==> config.mk <==
export PLATFORM = sky130hd
export DESIGN_NAME = mpsk_symbol_mapper_flat
export DESIGN_NICKNAME = d
export VERILOG_FILES = /design/src/rtl/mpsk_symbol_mapper_if.sv /design/src/rtl/mpsk_symbol_mapper.sv /design/src/flat_wrapper.sv
export SDC_FILE = /design/constraint.sdc
export NUM_CORES = 1
export LEC_CHECK = 0
export CORE_ASPECT_RATIO = 1.25
export CORE_UTILIZATION = 47
export CTS_CLUSTER_SIZE = 30
export DETAILED_ROUTE_END_ITERATION = 7
export GPL_ROUTABILITY_DRIVEN = 0
export GPL_TIMING_DRIVEN = 0
export PLACE_DENSITY = 0.75
export SLEW_MARGIN = 20
export SYNTH_ARGS = -nofsm -noshare
export SYNTH_HDL_FRONTEND = slang
export SYNTH_SLANG_ARGS = --single-unit
==> constraint.sdc <==
create_clock -name clk -period 1.9 [get_ports clk]
set_input_delay 0.285 -clock clk [delete_from_list [all_inputs] [get_ports clk]]
set_output_delay 0.285 -clock clk [all_outputs]
set_load 0.02 [all_outputs]
==> src/rtl/mpsk_symbol_mapper_if.sv <==
// Bit-stream in / phase-stream out bundle for the M-PSK symbol mapper.
// Latency: none (wires only).
// Backpressure: bit_ready qualifies bit_valid; the phase side has no backpressure.
interface mpsk_symbol_mapper_if #(
    parameter int BITS_PER_SYM = 2,
    parameter int PHASE_W      = 8
);
    logic                    bit_in;
    logic                    bit_valid;
    logic                    bit_ready;
    logic                    enable;
    logic [BITS_PER_SYM-1:0] sym_out;
    logic                    sym_valid;
    logic                    sym_strobe;
    logic [PHASE_W-1:0]      phase_out;
    logic                    underrun;

    // Bit source / consumer side.
    modport master (
        output bit_in, bit_valid, enable,
        input  bit_ready, sym_out, sym_valid, sym_strobe, phase_out, underrun
    );

    // Mapper side.
    modport slave (
        input  bit_in, bit_valid, enable,
        output bit_ready, sym_out, sym_valid, sym_strobe, phase_out, underrun
    );
endinterface

==> src/rtl/mpsk_symbol_mapper.sv <==
// M-PSK mapper: serial bits -> symbol -> phase index -> per-sample carrier phase word.
// Latency: symbol loads one clock after its last bit; outputs registered (visible after the load edge).
// Backpressure: bit_ready low only when collector is on its last bit and the pending slot is full and not draining.
// Optional: define MPSK_DIFF_ENC_EN for differential phase encoding (prev_idx accumulator).
module mpsk_symbol_mapper #(
    parameter int BITS_PER_SYM    = 2,
    parameter int SAMPLES_PER_SYM = 8,
    parameter int PHASE_W         = 8,
    parameter int GRAY            = 1
) (
    input logic                clk,
    input logic                rst,
    mpsk_symbol_mapper_if.slave bus
);
    localparam int CNT_W  = (BITS_PER_SYM > 1) ? $clog2(BITS_PER_SYM) : 1;
    localparam int SCNT_W = $clog2(SAMPLES_PER_SYM);
    localparam int OFS_SH = PHASE_W - BITS_PER_SYM;

    localparam logic [CNT_W-1:0]   CNT_LAST  = CNT_W'(BITS_PER_SYM - 1);
    localparam logic [SCNT_W-1:0]  SCNT_LAST = SCNT_W'(SAMPLES_PER_SYM - 1);
    // One full carrier cycle per symbol.
    localparam logic [PHASE_W-1:0] STEP      = PHASE_W'((1 << PHASE_W) / SAMPLES_PER_SYM);

    typedef enum logic {
        IDLE,
        RUN
    } state_t;

    // Collector and pending buffer
    logic [BITS_PER_SYM-1:0] shreg;
    logic [CNT_W-1:0]        cnt;
    logic [BITS_PER_SYM-1:0] word_next;
    logic [BITS_PER_SYM-1:0] pend_word;
    logic                    pend_full;
    logic                    pend_take;
    logic                    bit_xfer;
    logic                    sym_done;

    // FSM and datapath
    state_t                  state;
    state_t                  state_next;
    logic                    load;
    logic                    underrun_next;
    logic [SCNT_W-1:0]       sample_cnt;
    logic [PHASE_W-1:0]      carrier_acc;
    logic [PHASE_W-1:0]      acc_inc;
    logic [BITS_PER_SYM-1:0] mapped_idx;
    logic [BITS_PER_SYM-1:0] tx_idx;

    // Registered outputs
    logic [BITS_PER_SYM-1:0] sym_out_r;
    logic                    sym_valid_r;
    logic                    sym_strobe_r;
    logic [PHASE_W-1:0]      phase_out_r;
    logic                    underrun_r;

    function automatic logic [BITS_PER_SYM-1:0] gray2bin(input logic [BITS_PER_SYM-1:0] g);
        logic [BITS_PER_SYM-1:0] b;
        b[BITS_PER_SYM-1] = g[BITS_PER_SYM-1];
        for (int i = BITS_PER_SYM - 2; i >= 0; i--) begin
            b[i] = b[i+1] ^ g[i];
        end
        return b;
    endfunction

    function automatic logic [PHASE_W-1:0] offset_of(input logic [BITS_PER_SYM-1:0] idx);
        return PHASE_W'(idx) << OFS_SH;
    endfunction

    // A refill may land in the same cycle the FSM drains the pending slot, so no bubble.
    assign bus.bit_ready = rst & ((cnt != CNT_LAST) | ~pend_full | pend_take);
    assign bit_xfer      = bus.bit_valid & bus.bit_ready;
    assign sym_done      = bit_xfer & (cnt == CNT_LAST);
    assign word_next     = (shreg << 1) | BITS_PER_SYM'(bus.bit_in);

    assign mapped_idx = (GRAY != 0) ? gray2bin(pend_word) : pend_word;
    assign acc_inc    = carrier_acc + STEP;
    assign pend_take  = load;

`ifdef MPSK_DIFF_ENC_EN
    logic [BITS_PER_SYM-1:0] prev_idx;

    // Transmitted index accumulates modulo M; survives IDLE, cleared only by reset.
    assign tx_idx = prev_idx + mapped_idx;

    // Remember the last transmitted index on every load.
    always_ff @(posedge clk or negedge rst) begin
        if (!rst) begin
            prev_idx <= '0;
        end else if (load) begin
            prev_idx <= tx_idx;
        end
    end
`else
    assign tx_idx = mapped_idx;
`endif

    // Shift bits in MSB first; counter wraps on the symbol-completing transfer.
    always_ff @(posedge clk or negedge rst) begin
        if (!rst) begin
            shreg <= '0;
            cnt   <= '0;
        end else if (bit_xfer) begin
            shreg <= word_next;
            cnt   <= sym_done ? '0 : cnt + 1'b1;
        end
    end

    // One-entry pending buffer; a completed word wins over a same-cycle drain.
    always_ff @(posedge clk or negedge rst) begin
        if (!rst) begin
            pend_full <= 1'b0;
            pend_word <= '0;
        end else if (sym_done) begin
            pend_full <= 1'b1;
            pend_word <= word_next;
        end else if (pend_take) begin
            pend_full <= 1'b0;
        end
    end

    // FSM state register.
    always_ff @(posedge clk or negedge rst) begin
        if (!rst) begin
            state <= IDLE;
        end else begin
            state <= state_next;
        end
    end

    // Next state, symbol load and underrun decision; an enable-driven stop is not an underrun.
    always_comb begin
        state_next    = state;
        load          = 1'b0;
        underrun_next = 1'b0;
        case (state)
            IDLE: begin
                if (bus.enable && pend_full) begin
                    load       = 1'b1;
                    state_next = RUN;
                end
            end
            RUN: begin
                if (sample_cnt == SCNT_LAST) begin
                    if (bus.enable && pend_full) begin
                        load = 1'b1;
                    end else begin
                        state_next    = IDLE;
                        underrun_next = bus.enable;
                    end
                end
            end
            default: begin
                state_next = IDLE;
            end
        endcase
    end

    // Sample counter, carrier accumulator and registered outputs.
    always_ff @(posedge clk or negedge rst) begin
        if (!rst) begin
            sample_cnt   <= '0;
            carrier_acc  <= '0;
            sym_out_r    <= '0;
            sym_valid_r  <= 1'b0;
            sym_strobe_r <= 1'b0;
            phase_out_r  <= '0;
            underrun_r   <= 1'b0;
        end else begin
            sym_strobe_r <= load;
            underrun_r   <= underrun_next;
            if (load) begin
                sample_cnt  <= '0;
                carrier_acc <= '0;
                sym_out_r   <= tx_idx;
                sym_valid_r <= 1'b1;
                phase_out_r <= offset_of(tx_idx);
            end else if (state_next == RUN) begin
                sample_cnt  <= sample_cnt + 1'b1;
                carrier_acc <= acc_inc;
                phase_out_r <= acc_inc + offset_of(sym_out_r);
            end else begin
                // Idle: sym_out keeps the last symbol, phase parks at zero.
                sample_cnt  <= '0;
                carrier_acc <= '0;
                sym_valid_r <= 1'b0;
                phase_out_r <= '0;
            end
        end
    end

    assign bus.sym_out    = sym_out_r;
    assign bus.sym_valid  = sym_valid_r;
    assign bus.sym_strobe = sym_strobe_r;
    assign bus.phase_out  = phase_out_r;
    assign bus.underrun   = underrun_r;
endmodule

==> src/flat_wrapper.sv <==
// flat-port wrapper written by rule: the top's interface ports become plain ports
module mpsk_symbol_mapper_flat 
#(
    parameter int BITS_PER_SYM    = 2,
    parameter int SAMPLES_PER_SYM = 8,
    parameter int PHASE_W         = 8,
    parameter int GRAY            = 1
)
  (clk, rst, bus_bit_in, bus_bit_valid, bus_enable, bus_bit_ready, bus_sym_out, bus_sym_valid, bus_sym_strobe, bus_phase_out, bus_underrun);
  mpsk_symbol_mapper_if #(.BITS_PER_SYM(BITS_PER_SYM), .PHASE_W(PHASE_W)) bus_i ();
  input logic clk;
  input logic rst;
  input wire logic [$bits(bus_i.bit_in)-1:0] bus_bit_in;
  input wire logic [$bits(bus_i.bit_valid)-1:0] bus_bit_valid;
  input wire logic [$bits(bus_i.enable)-1:0] bus_enable;
  output wire logic [$bits(bus_i.bit_ready)-1:0] bus_bit_ready;
  output wire logic [$bits(bus_i.sym_out)-1:0] bus_sym_out;
  output wire logic [$bits(bus_i.sym_valid)-1:0] bus_sym_valid;
  output wire logic [$bits(bus_i.sym_strobe)-1:0] bus_sym_strobe;
  output wire logic [$bits(bus_i.phase_out)-1:0] bus_phase_out;
  output wire logic [$bits(bus_i.underrun)-1:0] bus_underrun;
  assign bus_i.bit_in = bus_bit_in;
  assign bus_i.bit_valid = bus_bit_valid;
  assign bus_i.enable = bus_enable;
  assign bus_bit_ready = bus_i.bit_ready;
  assign bus_sym_out = bus_i.sym_out;
  assign bus_sym_valid = bus_i.sym_valid;
  assign bus_sym_strobe = bus_i.sym_strobe;
  assign bus_phase_out = bus_i.phase_out;
  assign bus_underrun = bus_i.underrun;
  mpsk_symbol_mapper #(.BITS_PER_SYM(BITS_PER_SYM), .SAMPLES_PER_SYM(SAMPLES_PER_SYM), .PHASE_W(PHASE_W), .GRAY(GRAY)) u_core (.clk(clk), .rst(rst), .bus(bus_i));
endmodule
==> parameters.txt, run 1 <==
Parameter                              Value

Pwr
  Standby leakage power ... 0.0005535 µW
  PwrDens ... 1659 nW/µm²
  Worst-case vdd ir drop ... 0.0009962 V
  Final Power ... 1913 µW

Worst setup path
  Arrival time reported for the critical path endpoint ... 1.59 ns
  Total buffers and inverters traversed by the critical path ... 1
  Cell breakdown of the critical path ... ha_2, ha_4, nand2b_4, a21boi_4, a21boi_2, buf_6
  Nature of the critical path endpoint ... output pin
  Required time at the worst-slack endpoint ... 1.62 ns
  Startpoint type of the worst setup path ... register
  Family of cells with the greatest summed delay on the critical path ... flip-flops
  Worst Path Max Fanout ... 3
  Crit-path slowest cell ... sky130_fd_sc_hd__dfrtp_1
  Critical path's largest stage delay ... 0.40 ns
  Critical path type ... register to output pin

Layout
  Footprint of the multi-input gates ... 329.1 µm²
  Final net count ... 106
  Post-route cell area ... 1154 µm²
  Number of fillers in the final layout ... 119
  Sequential cell area ... 500.5 µm²
  Ratio of cells with drive above 1 in the final layout ... 26.04%
  Synthesis-to-layout area growth ... 35.39%
  Antenna diode count ... 0

Clock tree
  Skew-Pair Late Insertion Delay ... 0.29 ns
  Number of buffers created by CTS ... 3
  Root Buffer ... sky130_fd_sc_hd__clkbuf_4
  Clock edge transition at the registers on the reported setup and hold paths ... 0.10 ns
  Number of buffers between clock root and the deepest sink ... 2
  Number of sinks handled by clock tree synthesis ... 20
  CTS tree ... done
  H-Tree Level Count ... 1

Routing
  Wirelength per Cell ... 11.59 µm
  Detailed-router iteration count before antenna repair ... 4
  Number of DRC violations after detailed routing ... 0
  Antenna viol nets, final ... 0
  Overall via count from detail_route ... 542
  Post-Route WL ... 1.321 mm
  Drt via density ... 4.754
  Count of routing violations after the opening detailed-route iteration ... 10

Floorplan
  Die height ... 49.61 µm
  IO Count ... 19
  Die width ... 40.09 µm
  Starting density of the core ... 52.55%
  Die footprint ... 1988 µm²
  Number of standard-cell rows in the floorplan ... 16
  Floorplan core area ... 1622 µm²

Place
  Instance area after placement ... 1055 µm²
  Pre-CTS WS ... -0.7344 ns
  Half-perimeter wire length of the detailed placement result ... 924.8 µm
  Number of buffers inserted by port buffering ... 18

Yosys
  Synthesis-stage register bit count ... 20
  Cells after synthesis ... 68
  Library cells used by synthesis ... 21
  Area leader, netlist ... sky130_fd_sc_hd__dfrtp_1
  Mean Syn Cell Area ... 12.53 µm²
  Top post-synthesis cells by area ... sky130_fd_sc_hd__dfrtp_1 59%, sky130_fd_sc_hd__ha_1 5.9%, sky130_fd_sc_hd__mux2_4 5.3%
  Syn_nets ... 77
  Post-Syn Area ... 852.1 µm²
  Sequential area share after synthesis ... 58.74%
  Count of synthesis-stage warnings from yosys ... 0
  Synth top area share ... 58.74%

Global route
  Initial antenna violation count ... 0
  Overflow after GRT ... 0
  Via count of the first global-routing pass ... 543
  Largest net degree at the start of global routing ... 25
  GRT Total Usage ... 15.81%
  Wire length of the first global-routing pass ... 2.214 mm

Flow run
  Reported max-cap violation count ... 0

Hold path
  Path type of the worst min-delay path ... input port to register

STA
  Count of final setup violators ... 0
  Time the worst path needs with I/O delays and setup ... 1.871 ns
  Worst-case headroom to the max-slew limit ... 40.04%
  RSZ-0062 raised after global routing ... true
  Transition time at the pin with the least slew margin ... 0.8964 ns
  Endpoints failing hold ... 0
  Final WS setup ... 0.02890 ns
  Setup clock skew after layout ... 0.006440 ns
  Maximum clock frequency ... 534.4 MHz
  Slew Limit Fails ... 0
  Final Cycle Share ... 98.48%
  Final TNS setup ... 0 ns

Status
  Status ... completed
==> sequential cells by signal, summed over array words and instances (netlist names) <==
register               flops
u_core.bus.phase_out       4
u_core.bus.sym_out         2
u_core.bus.sym_strobe      1
u_core.bus.sym_valid       1
u_core.bus.underrun        1
u_core.carrier_acc         2
u_core.cnt                 1
u_core.pend_full           1
u_core.pend_word           2
u_core.sample_cnt          3
u_core.shreg               1
u_core.state               1
==> cells in the final DEF, fill, tap and decap left out, types with 2 or more instances in the layout <==
cell | netlist | layout
sky130_fd_sc_hd__dfrtp_1 | 20 | 20
sky130_fd_sc_hd__clkbuf_4 | 0 | 3
sky130_fd_sc_hd__xnor2_1 | 4 | 4
sky130_fd_sc_hd__and2_1 | 3 | 3
sky130_fd_sc_hd__a21o_1 | 2 | 2
sky130_fd_sc_hd__a21oi_1 | 2 | 2
sky130_fd_sc_hd__clkdlybuf4s50_1 | 0 | 16
sky130_fd_sc_hd__mux2_4 | 3 | 3
sky130_fd_sc_hd__buf_4 | 5 | 10
sky130_fd_sc_hd__ha_1 | 4 | 2
sky130_fd_sc_hd__nand2_1 | 8 | 8
sky130_fd_sc_hd__nor2_1 | 5 | 5
sky130_fd_sc_hd__nand3_1 | 2 | 2
==> kinds of logic after synthesis <==
group | count (synthesis) | synth area share, %
AND/OR/NAND/NOR | 23 | 14.10
flip-flops | 20 | 58.74
AO/OA/AOI/OAI | 7 | 6.607
buffers and inverters | 6 | 4.846
adder cells (fa/ha/maj) | 4 | 5.874
XOR/XNOR | 4 | 4.111
multiplexers | 3 | 5.286
other | 1 | 0.4401
==> cell usage after synthesis <==
cell and n:
sky130_fd_sc_hd__nor2_2 1, sky130_fd_sc_hd__dfrtp_1 20, sky130_fd_sc_hd__nor2_1 5, sky130_fd_sc_hd__mux2_4 3, sky130_fd_sc_hd__ha_1 4, sky130_fd_sc_hd__nand2b_4 1
sky130_fd_sc_hd__inv_1 1, sky130_fd_sc_hd__and4b_1 1, sky130_fd_sc_hd__a21boi_4 1, sky130_fd_sc_hd__nor2b_1 1, sky130_fd_sc_hd__buf_4 5, sky130_fd_sc_hd__xnor2_1 4
sky130_fd_sc_hd__a21boi_0 1, sky130_fd_sc_hd__conb_1 1, sky130_fd_sc_hd__nand2b_1 1, sky130_fd_sc_hd__nand2_1 8, sky130_fd_sc_hd__and2_1 3, sky130_fd_sc_hd__o21ai_0 1
sky130_fd_sc_hd__a21o_1 2, sky130_fd_sc_hd__nand3_1 2, sky130_fd_sc_hd__a21oi_1 2
==> per-layer routing <==
metal / global-route usage (%) / up-vias / wire length, µm
li1: - / 270 / -
met1: 17.88 / 259 / 588
met2: 27.96 / 13 / 681
met3: 2.703 / 0 / 51
met4: 5.172 / 0 / 0
met5: 0 / - / 0
==> area by class of cell <==
cell class | instances | share of cell area, %
flip-flops and latches | 20 | 43.38
clock buffers | 4 | 3.145
repair buffers | 24 | 19.41
well taps | 18 | 1.952
multi-input cells | 42 | 28.52
inverters | 1 | 0.3254
plain buffers | 5 | 3.254
==> worst paths after layout <==
| kind | start | to | slack (ns) | cells after the start |
|---|---|---|---|---|
| max | u_core.sample_cnt[0] | bus_bit_ready | 0.03 | 6 |
| min | rst | u_core.cnt | 0.31 | 3 |
| max reg2reg | u_core.sample_cnt[0] | u_core.bus.phase_out[7] | 0.20 | 9 |
| min reg2reg | u_core.sample_cnt[0] | u_core.sample_cnt[0] | 0.45 | 1 |
| max in group asynchronous | rst | u_core.sample_cnt[2] | 0.64 | 2 |
| min in group asynchronous | rst | u_core.bus.phase_out[6] | 0.71 | 2 |
==> tightest hold or removal path: stages <==
cell and delay [ns]:
sky130_fd_sc_hd__clkbuf_2 0.13, sky130_fd_sc_hd__a21oi_1 0.07, sky130_fd_sc_hd__nor2_1 0.08
==> power breakdown <==
group          internal (µW)  total (µW)  switching, µW  leakage, µW
Combinational            534         941            408     0.000292
Sequential               616         734            118     0.000241
Clock                    117         238            121    0.0000210
==> stage by stage <==
| step | utilization, % | instances | hold slack, ns |
|---|---|---|---|
| floorplan | - | 68 | -0.01059 |
| global placement | 65.05 | 104 | 0.4202 |
| detailed placement | 65.05 | 104 | 0.4248 |
| CTS | 68.44 | 109 | 0.2646 |
| global route | 71.14 | 114 | 0.3353 |
| finish | 71.14 | 114 | 0.3079 |
==> what timing repair did <==
item / 4_1_cts / 5_1_grt
buffers inserted: 1 / 4
gates cloned: 0 / 0
hold buffers: 0 / 1
resized for setup: 11 / 4
hold endpoints to repair: 0 / 20
endpoints found under the setup margin: 3 / 3
pin swaps: 3 / 4
Power figures use the tool's default switching activity.
==> inputs of run 2 (changes only) <==
--- a/config.mk
+++ b/config.mk
@@ -11,7 +11,8 @@
 export DETAILED_ROUTE_END_ITERATION = 7
 export GPL_ROUTABILITY_DRIVEN = 0
 export GPL_TIMING_DRIVEN = 0
-export PLACE_DENSITY = 0.75
+export MAX_ROUTING_LAYER = met4
+export PLACE_DENSITY_LB_ADDON = 0.2
 export SLEW_MARGIN = 20
 export SYNTH_ARGS = -nofsm -noshare
 export SYNTH_HDL_FRONTEND = slang
==> parameters.txt, run 2 (same netlist as run 1, synthesis figures left out) <==
Parameter                              Value

Routing
  Wirelength per Cell ... 11.15 µm (was 11.59 µm)
  Number of DRC violations after detailed routing ... 0 (unchanged)
  Detailed-router iteration count before antenna repair ... 4 (unchanged)
  Antenna viol nets, final ... 0 (unchanged)
  Overall via count from detail_route ... 549 (was 542)
  Count of routing violations after the opening detailed-route iteration ... 1 (was 10)
  Post-Route WL ... 1.238 mm (was 1.321 mm)
  Drt via density ... 4.946 (was 4.754)

Place
  Pre-CTS WS ... -0.7195 ns (was -0.7344 ns)
  Half-perimeter wire length of the detailed placement result ... 901.7 µm (was 924.8 µm)
  Number of buffers inserted by port buffering ... 18 (unchanged)

Layout
  Final core utilization ... 69.44% (was 71.14%)
  Final net count ... 103 (was 106)
  Most common cell after layout, fill and taps aside ... sky130_fd_sc_hd__dfrtp_1 (unchanged)
  Number of fillers in the final layout ... 124 (was 119)
  Antenna diode count ... 0 (unchanged)
  Commonest non-fill, non-tap cells in the layout ... 20 x sky130_fd_sc_hd__dfrtp_1, 16 x sky130_fd_sc_hd__clkdlybuf4s50_1, 9 x sky130_fd_sc_hd__buf_4 (was 20 x sky130_fd_sc_hd__dfrtp_1, 16 x sky130_fd_sc_hd__clkdlybuf4s50_1, 10 x sky130_fd_sc_hd__buf_4)
  Ratio of cells with drive above 1 in the final layout ... 22.58% (was 26.04%)
  Synthesis-to-layout area growth ... 32.16% (was 35.39%)
  Flip-flop count of the largest register after layout ... 4 (unchanged)

Floorplan
  Starting density of the core ... 52.55% (unchanged)
  Floorplan core area ... 1622 µm² (unchanged)
  Die height ... 49.61 µm (unchanged)
  Number of standard-cell rows in the floorplan ... 16 (unchanged)
  IO Count ... 19 (unchanged)
  Die width ... 40.09 µm (unchanged)
  Die footprint ... 1988 µm² (unchanged)

Clock tree
  Number of buffers created by CTS ... 3 (unchanged)
  Root Buffer ... sky130_fd_sc_hd__clkbuf_4 (unchanged)
  CTS tree ... done (unchanged)
  Number of buffers between clock root and the deepest sink ... 2 (unchanged)
  Skew-Pair Late Insertion Delay ... 0.30 ns (was 0.29 ns)
  H-Tree Level Count ... 1 (unchanged)
  Number of sinks handled by clock tree synthesis ... 20 (unchanged)
  Clock edge transition at the registers on the reported setup and hold paths ... 0.11 ns (was 0.10 ns)
  Hold buffer count at cts ... 0 (unchanged)

Global route
  Via count of the first global-routing pass ... 545 (was 543)
  GRT Total Usage ... 17.11% (was 15.81%)
  Largest net degree at the start of global routing ... 25 (unchanged)
  Initial antenna violation count ... 0 (unchanged)
  Overflow after GRT ... 0 (unchanged)
  Wire length of the first global-routing pass ... 2.277 mm (was 2.214 mm)

STA
  Count of final setup violators ... 0 (unchanged)
  Transition time at the pin with the least slew margin ... 0.9398 ns (was 0.8964 ns)
  RSZ-0062 raised after global routing ... true (unchanged)
  Slew Limit Fails ... 0 (unchanged)
  Final Cycle Share ... 98.16% (was 98.48%)
  Time the worst path needs with I/O delays and setup ... 1.865 ns (was 1.871 ns)
  Setup clock skew after layout ... 0.001268 ns (was 0.006440 ns)
  Final TNS setup ... 0 ns (unchanged)
  Worst-case headroom to the max-slew limit ... 37.35% (was 40.04%)
  Endpoints failing hold ... 0 (unchanged)
  Maximum clock frequency ... 536.2 MHz (was 534.4 MHz)
  Worst hold slack across all endpoints ... 0.1970 ns (was 0.3079 ns)
  Final WS setup ... 0.03499 ns (was 0.02890 ns)

Pwr
  Sw Pwr ... 637.2 µW (was 647.6 µW)
  Final Power ... 1871 µW (was 1913 µW)
  Combinational share of power ... 47.8% (was 49.2%)
  Cell Int Power ... 1234 µW (was 1266 µW)
  Standby leakage power ... 0.0005385 µW (was 0.0005535 µW)
  PwrDens ... 1662 nW/µm² (was 1659 nW/µm²)
  Worst-case vdd ir drop ... 0.0009342 V (was 0.0009962 V)
  Share of total power consumed by net switching ... 34.05% (was 33.85%)
  Clock power share ... 13.1% (was 12.4%)
  Sequential cell fraction of total power ... 39.0% (was 38.4%)

Worst setup path
  Critical path type ... register to output pin (unchanged)
  Worst Path Max Fanout ... 3 (unchanged)
  Required time at the worst-slack endpoint ... 1.62 ns (about the same)
  Arrival time reported for the critical path endpoint ... 1.58 ns (was 1.59 ns)
  Startpoint type of the worst setup path ... register (unchanged)
  Nature of the critical path endpoint ... output pin (unchanged)

Flow run
  Reported max-cap violation count ... 0 (unchanged)

Hold path
  Path type of the worst min-delay path ... input port to asynchronous set/reset pin (was input port to register)

Status
  Status ... completed (unchanged)
run 2: cell type report:
cell class	instances	area, µm²	share of cell area, %
Inverter	1	3.754	0.3333
Multi-Input combinational cell	42	325.3	28.89
Timing Repair Buffer	21	200.2	17.78
Buffer	5	37.54	3.333
Clock buffer	4	36.28	3.222
Sequential cell	20	500.5	44.44
Tap cell	18	22.52	2.000
run 2: layer usage:
metal,vias up,part of all wire [%],global-route usage (%)
met5,-,0,-
met4,0,2.6,10.34
met3,4,4.1,2.703
met2,17,49,26.08
met1,263,44,20.24
li1,265,-,-
run 2: worst max-delay path: stages, from the launching register on:
cell and delay (ns):
sky130_fd_sc_hd__dfrtp_1 0.40, sky130_fd_sc_hd__ha_2 0.19, sky130_fd_sc_hd__ha_4 0.16, sky130_fd_sc_hd__nand2b_4 0.15, sky130_fd_sc_hd__a21boi_4 0.16, sky130_fd_sc_hd__a21boi_1 0.08
sky130_fd_sc_hd__buf_4 0.16
run 2: path summary, 6_finish.rpt:
check	to	depth (start not counted)	from	slack, ns
min in group clk	u_core.sample_cnt[0]	1	u_core.sample_cnt[0]	0.44
setup / recovery	bus_bit_ready	6	u_core.sample_cnt[0]	0.03
hold reg to reg	u_core.sample_cnt[0]	1	u_core.sample_cnt[0]	0.44
max in group asynchronous	u_core.sample_cnt[1]	1	rst	1.14
hold / removal	u_core.pend_word[1]	1	rst	0.20
setup reg to reg	u_core.bus.phase_out[7]	9	u_core.sample_cnt[0]	0.21
run 2: per-stage QoR:
stage | cell area [µm²] | cells
after global routing | 1126 | 111
after global placement | 1055 | 104
final | 1126 | 111
after floorplan | 852.1 | 68
after CTS | 1102 | 110
after detailed placement | 1055 | 104
run 2: repair_timing:
action,in CTS,in global routing
endpoints found under the setup margin,4,3
gates resized for setup,8,4
pin swaps,1,3
hold endpoints to repair,0,0
buffers inserted,2,1
run 2: power by group through the flow:
stage / Sequential (µW) / Combinational [µW] / Clock [µW]
floorplan: 785 / 517 / 0
global placement: 728 / 813 / 0
detailed placement: 735 / 837 / 0
CTS: 726 / 874 / 253
global route: 761 / 997 / 275
finish: 730 / 895 / 246
